**src/rtl/trace_dump_pkg.sv**
```systemverilog
// Shared definitions for the trace readout path: FSM states, RAM geometry
// defaults and channel-select encodings.
package trace_dump_pkg;

    localparam int DEPTH_DEF  = 512;
    localparam int ADDR_W_DEF = 9;

    typedef enum logic [2:0] {
        IDLE,
        READ,
        LATCH,
        CORR,
        SEND,
        WAIT_TX,
        DONE
    } dump_state_t;

    // Encoding 3 is unused by the command processor and aliases channel 1.
    localparam logic [1:0] CH_SEL_1    = 2'd0;
    localparam logic [1:0] CH_SEL_2    = 2'd1;
    localparam logic [1:0] CH_SEL_3    = 2'd2;
    localparam logic [1:0] CH_SEL_ALT1 = 2'd3;

endpackage

```
**src/rtl/sample_corrector.sv**
```systemverilog
// Combinational offset/gain correction of one raw 8-bit sample, saturating
// to 0..255 after the offset add and again after the gain multiply.
module sample_corrector (
    input  logic [7:0] raw,
    input  logic [7:0] offset,
    input  logic [7:0] gain,
    output logic [7:0] corr
);

    logic [9:0]  sum;
    logic [7:0]  sum_clamp;
    logic [15:0] prod;
    logic [8:0]  scaled;

    always_comb begin
        // Range is -128..382, so bit 9 flags negative and bit 8 flags >255.
        sum = {2'b00, raw} + {{2{offset[7]}}, offset};
        if (sum[9]) begin
            sum_clamp = 8'h00;
        end else if (sum[8]) begin
            sum_clamp = 8'hFF;
        end else begin
            sum_clamp = sum[7:0];
        end
        prod   = {8'h00, sum_clamp} * {8'h00, gain};
        scaled = prod[15:7];
        corr   = scaled[8] ? 8'hFF : scaled[7:0];
    end

endmodule

```
**src/rtl/trace_dump.sv**
```systemverilog
// Reads one channel's circular sample RAM oldest-first after a capture,
// corrects each sample and hands the bytes to the transmitter one by one.
module trace_dump
    import trace_dump_pkg::*;
#(
    parameter int DEPTH  = DEPTH_DEF,
    parameter int ADDR_W = ADDR_W_DEF
) (
    input  logic              clk,
    input  logic              rst,
    input  logic              dump_start,
    input  logic [1:0]        ch_sel,
    input  logic [ADDR_W-1:0] trace_end,
    input  logic [7:0]        offset,
    input  logic [7:0]        gain,
    input  logic [7:0]        rdata_ch1,
    input  logic [7:0]        rdata_ch2,
    input  logic [7:0]        rdata_ch3,
    input  logic              tx_done,
    output logic              en,
    output logic [ADDR_W-1:0] addr,
    output logic [7:0]        tx_data,
    output logic              trmt,
    output logic              busy,
    output logic              dump_done
);

    localparam logic [ADDR_W-1:0] LAST_CNT = ADDR_W'(DEPTH - 1);

    dump_state_t       state_reg, state_next;
    logic [ADDR_W-1:0] rd_ptr_reg;
    logic [ADDR_W-1:0] cnt_reg;
    logic [1:0]        ch_reg;
    logic [7:0]        offset_reg;
    logic [7:0]        gain_reg;
    logic [7:0]        raw_reg;
    logic [7:0]        tx_data_reg;
    logic [7:0]        rdata_sel;
    logic [7:0]        corr;

    sample_corrector u_corr (
        .raw    (raw_reg),
        .offset (offset_reg),
        .gain   (gain_reg),
        .corr   (corr)
    );

    always_comb begin
        rdata_sel = rdata_ch1;
        case (ch_reg)
            CH_SEL_1:    rdata_sel = rdata_ch1;
            CH_SEL_2:    rdata_sel = rdata_ch2;
            CH_SEL_3:    rdata_sel = rdata_ch3;
            CH_SEL_ALT1: rdata_sel = rdata_ch1;
        endcase
    end

    always_ff @(posedge clk or posedge rst) begin
        if (rst) begin
            state_reg <= IDLE;
        end else begin
            state_reg <= state_next;
        end
    end

    always_comb begin
        state_next = state_reg;
        case (state_reg)
            IDLE:    if (dump_start) state_next = READ;
            READ:    state_next = LATCH;
            LATCH:   state_next = CORR;
            CORR:    state_next = SEND;
            SEND:    state_next = WAIT_TX;
            WAIT_TX: if (tx_done) state_next = (cnt_reg == LAST_CNT) ? DONE : READ;
            DONE:    state_next = IDLE;
            default: state_next = IDLE;
        endcase
    end

    // Command fields are captured once per dump so later changes cannot
    // alter the source channel or correction mid-stream.
    always_ff @(posedge clk or posedge rst) begin
        if (rst) begin
            rd_ptr_reg  <= '0;
            cnt_reg     <= '0;
            ch_reg      <= CH_SEL_1;
            offset_reg  <= 8'h00;
            gain_reg    <= 8'h00;
            raw_reg     <= 8'h00;
            tx_data_reg <= 8'h00;
        end else begin
            case (state_reg)
                IDLE: begin
                    if (dump_start) begin
                        ch_reg     <= ch_sel;
                        offset_reg <= offset;
                        gain_reg   <= gain;
                        rd_ptr_reg <= trace_end + 1'b1;
                        cnt_reg    <= '0;
                    end
                end
                LATCH: raw_reg <= rdata_sel;
                CORR:  tx_data_reg <= corr;
                WAIT_TX: begin
                    if (tx_done && (cnt_reg != LAST_CNT)) begin
                        cnt_reg    <= cnt_reg + 1'b1;
                        rd_ptr_reg <= rd_ptr_reg + 1'b1;
                    end
                end
                default: ;
            endcase
        end
    end

    assign en        = (state_reg == READ);
    assign trmt      = (state_reg == SEND);
    assign dump_done = (state_reg == DONE);
    assign busy      = (state_reg != IDLE);
    assign addr      = rd_ptr_reg;
    assign tx_data   = tx_data_reg;

endmodule

```
**config.mk**
```make
export PLATFORM = sky130hd
export DESIGN_NAME = trace_dump
export DESIGN_NICKNAME = d
export VERILOG_FILES = /design/src/rtl/trace_dump_pkg.sv /design/src/rtl/sample_corrector.sv /design/src/rtl/trace_dump.sv
export SDC_FILE = /design/constraint.sdc
export NUM_CORES = 1
export LEC_CHECK = 0
export ABC_AREA = 1
export ABC_CLOCK_PERIOD_IN_PS = 6640
export BUFFER_PORTS_ARGS = -buffer_cell sky130_fd_sc_hd__clkbuf_2
export CORE_MARGIN = 2
export CORE_UTILIZATION = 55
export CTS_CLUSTER_DIAMETER = 50
export DETAILED_ROUTE_END_ITERATION = 7
export GPL_TIMING_DRIVEN = 0
export PLACE_DENSITY = 0.74
export SKIP_LAST_GASP = 1
export SYNTH_ARGS = -nofsm -noshare
export SYNTH_HDL_FRONTEND = slang
export SYNTH_SLANG_ARGS = --single-unit
```
**constraint.sdc**
```tcl
create_clock -name clk -period 6.64 [get_ports clk]
set_input_delay 0.996 -clock clk [delete_from_list [all_inputs] [get_ports clk]]
set_output_delay 0.996 -clock clk [all_outputs]
set_load 0.01 [all_outputs]
```
== Word level (Yosys, flattened, before mapping) ==
Index checks and enable logic that the tools add are counted.
W data, S select, Z words.
Word-level totals
  word-level logic and storage cells: 50
  register bits after elaboration: 55
  output and inout bits: 21
Operators by class
  $mul: 1
  reduce and logical (&&, ||, !) cells: 9
  add/subtract/negate cells: 4
  multiplexer cells: 14
  equal/unequal tests: 14
Operators by type and width (count)
  $mux W9: 4
  $pmux W9 S2: 2
  $add A9 B1 Y9 const B: 3
  $mux W8: 3
  $pmux W8 S3: 1
  $pmux W3 S6: 1
  $mul A8 B8 Y16: 1
  $add A9 B8 Y10: 1
  $eq A3 B3 Y1 const B: 3
  $eq A9 B9 Y1 const B: 1
  $mux W3: 3
  $ne A9 B9 Y1 const B: 1
  $eq A3 B2 Y1 const B: 2
  $ne A2 B2 Y1 const B: 3
  $eq A2 B2 Y1 const B: 2
  $reduce_and A2 Y1: 2
  $eq A3 B1 Y1 const B: 1
  $logic_not A3 Y1: 1
  $reduce_and A3 Y1: 1
  $reduce_bool A3 Y1: 1
  $eq A2 B1 Y1 const B: 1
  $logic_not A2 Y1: 1
  $reduce_bool A2 Y1: 1
  $reduce_or A2 Y1: 1
  $logic_and A1 B1 Y1: 1

== Longest topological paths before layout ==
Gate-level depths: netlist (run 1).
  word-level depth: 5
  gate-level depth with buffers: 33

== Modules after synthesis ==
A second synthesis (run 1) with hierarchy kept.
Unflattened totals
  cell total of the unflattened synthesis: 692
  area, all modules: 5361.4 µm²
By module, submodules not included
  trace_dump: area an instance 2851.5 µm², times used 1, seq. area each 1376.3 µm², cells an instance 333
  sample_corrector: area an instance 2509.9 µm², times used 1, seq. area each 0.0 µm², cells an instance 359

== Worst setup path before layout (run 1) ==
Ideal clock, no wire load.
  path kind: register to register
  start: register offset_reg[0]
  end: register tx_data_reg[6] (netlist: tx_data[6])
  cell stages (with the launch flop): 31
  period minus slack after synthesis: 5.743 ns
  setup slack: 0.897 ns
  setup time: 0.117 ns
  path buffers: 1
  arrival: 5.627 ns
  path through: dfrtp_1 > ha_1 > inv_1 > fa_1 > inv_1 > nand3_1 > nand2_1 > nand2_1 > nand2_1 > nand2_1 > and2_1 > clkbuf_1 > a21oi_1 > inv_1 > nor2_1 > fa_1 > fa_1 > fa_1 > inv_1 > fa_1 > inv_1 > ha_1 > a21oi_1 > o21a_1 > nor2_1 > a211oi_1 > nand3_2 > nand2_4 > nand2_1 > nand2_1 > nand2_1
On the way
  cells in the longest elaborated chain, start to end: 5
RTL lines
  from (decl): RTL line trace_dump.sv:34  | logic [7:0] offset_reg;
  from (signal assigned): RTL line trace_dump.sv:96  | offset_reg <= offset;
  $add A9 B8 Y10 (*): RTL line sample_corrector.sv:17  | sum = {2'b00, raw} + {{2{offset[7]}}, offset};
  $mux W8: RTL line sample_corrector.sv:20  | end else if (sum[8]) begin
  $mux W8 (*): RTL line sample_corrector.sv:18  | if (sum[9]) begin
  $mul A8 B8 Y16 (*): RTL line sample_corrector.sv:25  | prod = {8'h00, sum_clamp} * {8'h00, gain};
  $mux W8 (*): RTL line sample_corrector.sv:27  | corr = scaled[8] ? 8'hFF : scaled[7:0];
  to (signal assigned): RTL line trace_dump.sv:103  | CORR: tx_data_reg <= corr;
  to (decl): RTL line trace_dump.sv:37  | logic [7:0] tx_data_reg;
Mark *: on every way between the ends. The rest lies on a longest branch, timed or not.
A chain may end at the register's enable or synchronous reset.

== Worst setup path after layout (run 1) ==
  start: register raw_reg[0]
  end: register tx_data_reg[1] (netlist: tx_data[1])
On the way
  cells in the longest elaborated chain, start to end: 5
RTL lines
  from (decl): RTL line trace_dump.sv:36  | logic [7:0] raw_reg;
  from (signal assigned): RTL line trace_dump.sv:102  | LATCH: raw_reg <= rdata_sel;
  $add A9 B8 Y10 (*): RTL line sample_corrector.sv:17
  $mux W8: RTL line sample_corrector.sv:20
  $mux W8 (*): RTL line sample_corrector.sv:18
  $mul A8 B8 Y16 (*): RTL line sample_corrector.sv:25
  $mux W8 (*): RTL line sample_corrector.sv:27
Marks and branches as above.

==> results of run 1 <==
## synth_stat cells, types with 2 or more instances
cell / count
nor3_2: 2
clkbuf_1: 8
inv_1: 95
a31oi_1: 5
nor2_1: 81
nand2_2: 6
nand2_4: 9
dfrtp_1: 55
nor2_2: 2
xnor2_1: 4
or2_2: 5
nand4_1: 4
o21ai_1: 4
o21bai_1: 2
nand2_1: 168
nand3b_1: 2
a21oi_1: 36
nor3_1: 5
nor2_4: 2
mux2i_1: 2
buf_2: 2
xor2_1: 11
ha_1: 47
o21ai_0: 32
a211oi_1: 2
fa_1: 36
inv_2: 4
o22a_1: 6
nand3_1: 29
buf_1: 2
## metal layers
metal	share of wire [%]	track usage, %
met1	46	34.69
met4	1.5	5.717
met3	5.1	3.796
met2	47	42.05
met5	0	0
## tightest hold or removal path: stages (launching register included)
cell and delay (ns):
dfrtp_1 0.36, nand2_1 0.06, nand2_1 0.05
## metrics by stage
step / cells / area, um^2
floorplan: 683 / 5238
global placement: 887 / 5774
detailed placement: 888 / 5794
CTS: 896 / 5879
global route: 895 / 5897
finish: 895 / 5897
## cell type report
class / count / area, um^2
Buffer: 13 / 62.56
Clock buffer: 6 / 72.57
Clock inverter: 2 / 12.51
Fill cell: 819 / 3343
Inverter: 99 / 371.6
Multi-Input combinational cell: 515 / 3445
Sequential cell: 55 / 1376
Tap cell: 129 / 161.4
Timing Repair Buffer: 76 / 395.4
## kinds of logic (layout without fill, tap and decap cells)
group | Yosys count | count (layout) | synth area share (%)
adders and majority gates | 83 | 83 | 24.99
muxes | 2 | 2 | 0.3822
DFF | 55 | 55 | 26.28
xor gates and xnor gates | 15 | 15 | 2.508
and+or+nand+nor | 321 | 321 | 27.33
buffers and inverters | 113 | 196 | 8.361
AOI/OAI and AO/OA | 94 | 94 | 10.15
## path summary, 6_finish.rpt
check	endpoint	cells after the start
worst max-delay path	tx_data[1]	29
worst min-delay path	tx_data[4]	2
worst max register to register	tx_data[1]	29
worst min register to register	tx_data[4]	2
max in group asynchronous	offset_reg[5]	3
min in group asynchronous	addr[8]	2
==> qor.yml, run 1 <==
crit_path_end_kind: "flip-flop"
dp_slack_ns: 0.09598
cts.sinks: 55
synth_edf_count: 0
finalSetupViolations: 0
root_buffer: "clkbuf_8"
synth_cell_types: 45
worst-r2r-setup-slack_ns: 0.47
die-area_um2: 10320
dr_total_vias: 4617
synth_area_leaders: "dfrtp_1 (26%), fa_1 (14%), nand2_1 (12%)"
row_count: 35
dr.pass1.iters: 4
ys_ff_latch: 55
start_kind: "flip-flop"
timing.final.crit_share_pct: 92.97
ctsHoldBuffers: 0
fin_nets: 903
async_reset_ff_share_pct: 100.0
viasPerCell: 5.159
rsz0062_at_grt: "false"
grt.overflow.total: 0
ioPinCount: 76
critPathLaunch: "raw_reg[0]"
grt_pass1_wl_um: 20880
grt_usage_pct: 25.16
worst-path-buf-inv: 6
cts_tree: "yes"
routed_wl_um: 11580
setup_ws_ns: 0.4666
slew_headroom_pct: 54.17
path_class: "reg2reg"
crit_path_max_fanout: 7
yosysWarnings: 0
tightest_slew_ns: 0.6849
portBuffers: 75
cts_resized: 0
synth_top_area_cell: "dfrtp_1"
reg2reg_from: "raw_reg[0]"
slowest_stage: "fa_1"
drt-initial-drc-count: 157
clkTransAtPathRegs_ns: 0.10
drive_gt1_share_pct: 16.84
syn_area_per_cell_um2: 7.668
worstPathArrival_ns: 6.38
postRouteAntennaNets: 0
drc: 0
path_delay_family: "adder cells"
clock_latency_ns: 0.33
final_common_cell: "nand2_1"
clk_path_buf_depth: 2
die_w_um: 101.6
synth_cells: 683
area_delta_synth_final_pct: 12.59
wl_per_cell_um: 12.94
die_h_um: 101.6
hpwl_um: 9513
antenna_found_initial: 0
syn-cell-area_um2: 5238
status: "finished, final reports clean"
first_global_vias: 4656
hp-class: "reg2reg"
min_period_ns: 6.173
max_stage_delay_ns: 0.56
htree_levels: 2
fmax_mhz: 162.0
grt_max_degree: 29
hold_viol: 0
final_core_utilization_pct: 63.82
ys_seq_area_share_pct: 26.28
post-cts-setup-buffer-count: 0
mostFrequentLayoutCells: "nand2_1 (168), inv_1 (92), nor2_1 (81), clkbuf_2 (75), dfrtp_1 (55)"
synth_ff_type: "dfrtp_1"
gp_congestion: 0.8911
fin_worst_skew_ns: 0.01675
syn_nets: 821
whs_ns: 0.4925
min_from: "tx_data[4]"
antenna_cells: 0
final_max_slew_viol_count: 0
cp.required_ns: 6.85
start_util_pct: 56.68
drv_cap: 0
core_area_um2: 9240
tns_ns: 0
cts_made_buffers: 5
synth.top_cell.area_share_pct: 26.28
Power of run 1 is not shown: default switching activity piles up to over one toggle a cycle in this logic, so the estimate is an artifact.
==> run 2: changes to the inputs <==
CELL_PAD_IN_SITES_DETAIL_PLACEMENT = 1   (was unset)
CELL_PAD_IN_SITES_GLOBAL_PLACEMENT = 1   (was unset)
CORE_UTILIZATION = 43   (was 55)
PLACE_DENSITY = 0.78   (was 0.74)
==> run 2 against run 1 <==
  * Via count up 2.4%
  * Non-clock buffer count rose by 1
  * Sequential share of layout area shrank 0.45 points
  * Clock skew decreased by 0.0090 ns
  * First-iteration DRC count shrank 22%
  * Wire length grew 23%
  * Global-route usage is 1.4 points lower
  * Count of clock-buffer cells in the layout shrank 1
  * Critical path depth down 1
  * Critical endpoint unchanged
==> qor.yml, run 2 (synthesis results as in run 1) <==
min_period_ns: 6.233  # was 6.173 ns
root_buffer: "clkbuf_16"  # was clkbuf_8
wl_met1_um: 6512  # was 5349 um
start_kind: "flip-flop"  # unchanged
antenna_found_initial: 0  # unchanged
hpwl_um: 11690  # was 9513 um
finalSetupViolations: 0  # unchanged
grt_usage_pct: 23.74  # was 25.16%
routed_wl_um: 14230  # was 11580 um
cp.depth: 28  # was 29
htree_levels: 2  # unchanged
fmax_mhz: 160.4  # was 162.0 MHz
row_count: 40  # was 35
status: "finished, final reports clean"  # unchanged
fin_nets: 904  # was 903
dr.pass1.iters: 4  # unchanged
grt_max_degree: 30  # was 29
die-area_um2: 13080  # was 10320 um^2
viasPerCell: 5.174  # was 5.159
final_core_utilization_pct: 50.26  # was 63.82%
slowest_stage: "fa_1"  # unchanged
route.met3.wl_um: 363  # was 589 um
max_stage_delay_ns: 0.56  # about the same
cts_made_buffers: 5  # unchanged
area_delta_synth_final_pct: 14.79  # was 12.59%
crit_path_end_kind: "flip-flop"  # unchanged
drc: 0  # unchanged
die_w_um: 114.4  # was 101.6 um
clock_latency_ns: 0.30  # was 0.33 ns
timing.final.crit_share_pct: 93.87  # was 92.97%
portBuffers: 75  # unchanged
grt.overflow.total: 0  # unchanged
die_h_um: 114.4  # was 101.6 um
top_layer: "met4"  # unchanged
dr_total_vias: 4729  # was 4617
wl_per_cell_um: 15.57  # was 12.94 um
cpMostUsedCell: "inv_1"
cts_tree: "yes"  # unchanged
cts.sinks: 55  # unchanged
ctsHoldBuffers: 0  # unchanged
mostFrequentLayoutCells: "nand2_1 (168), inv_1 (91), nor2_1 (80), clkbuf_2 (75), dfrtp_1 (55)"  # was nand2_1 (168), inv_1 (92), nor2_1 (81), clkbuf_2 (75), dfrtp_1 (55)
clkTransAtPathRegs_ns: 0.08  # was 0.10 ns
final_common_cell: "nand2_1"  # unchanged
fin_worst_skew_ns: 0.007734  # was 0.01675 ns
path_delay_family: "adder cells"  # unchanged
worst-path-buf-inv: 6  # unchanged
path_class: "reg2reg"  # unchanged
final_max_slew_viol_count: 0  # unchanged
clk_path_buf_depth: 2  # unchanged
wl_met2_um: 7130  # was 5475 um
drive_gt1_share_pct: 17.86  # was 16.84%
hold_depth: 2  # unchanged
postRouteAntennaNets: 0  # unchanged
grt_pass1_wl_um: 24900  # was 20880 um
slew_headroom_pct: 56.43  # was 54.17%
hold_viol: 0  # unchanged
crit_path_max_fanout: 7  # unchanged
core_area_um2: 11960  # was 9240 um^2
worstPathArrival_ns: 6.42  # was 6.38 ns
gp_congestion: 0.8231  # was 0.8911
drt-initial-drc-count: 123  # was 157
first_global_vias: 5308  # was 4656
start_util_pct: 43.79  # was 56.68%
ioPinCount: 76  # unchanged
tightest_slew_ns: 0.6512  # was 0.6849 ns
hp-class: "reg2reg"  # unchanged
cp.required_ns: 6.83  # was 6.85 ns
antenna_cells: 0  # unchanged
r2r_cells: 28  # was 29
drv_cap: 0  # unchanged
-- run 2: changes by cell type in the layout (fill, tap and decap cells not counted), sizes merged --
cell,previous run,this run
clkinv,1,0
clkbuf,88,87
buf,7,8
inv,99,101
-- run 2: stage by stage --
stage	cells	setup TNS (ns)	instance area, um^2	worst slack [ns]	hold WS [ns]
6_report	914	0	6012	0.4074	0.4941
5_1_grt	914	-0.04273	6012	-0.03376	0.5110
4_1_cts	914	0	5978	0.09928	0.4934
3_5_place_dp	906	-0.5673	5817	-0.09608	0.4640
3_3_place_gp	905	0	5797	0.05538	0.4655
2_1_floorplan	683	0	5238	0.8968	0.4553
-- run 2: repair_timing --
action	in CTS	in global routing
pin swaps	0	1
buffers inserted	0	1
resized for setup	2	11
endpoints found under the setup margin	8	8
gates cloned	0	0
-- run 2: layout make-up --
class | count | area [um^2]
Timing Repair Buffer | 77 | 402.9
Inverter | 99 | 371.6
Clock inverter | 3 | 27.53
Clock buffer | 5 | 125.1
Fill cell | 1539 | 5949
Buffer | 13 | 62.56
Tap cell | 147 | 183.9
Multi-Input combinational cell | 515 | 3462
Sequential cell | 55 | 1376
-- run 2: worst paths after layout --
kind / start / slack (ns) / end
min in group asynchronous: rst / 0.74 / addr[8]
setup reg to reg: offset_reg[0] / 0.41 / tx_data[1]
hold reg to reg: tx_data[5] / 0.49 / tx_data[5]
max in group asynchronous: rst / 5.32 / gain_reg[0]
setup / recovery: offset_reg[0] / 0.41 / tx_data[1]
hold / removal: tx_data[5] / 0.49 / tx_data[5]
-- run 2: per-layer routing --
layer | vias up | global-route usage (%)
li1 | 2326 | -
met1 | 2318 | 30.54
met2 | 67 | 42.82
met3 | 18 | 2.965
met4 | 0 | 5.203
met5 | - | 0
-- run 2: worst reg2reg max path: cells and delay by family (launching register included) --
| family | cells | cell delay, ns |
|---|---|---|
| flip-flops | 1 | 0.36 |
| adder cells (fa/ha/maj) | 7 | 3.10 |
| buffers and inverters | 6 | 0.56 |
| AO/OA/AOI/OAI | 5 | 0.96 |
| AND/OR/NAND/NOR | 10 | 1.15 |
Power of run 2 is left out for the same reason.
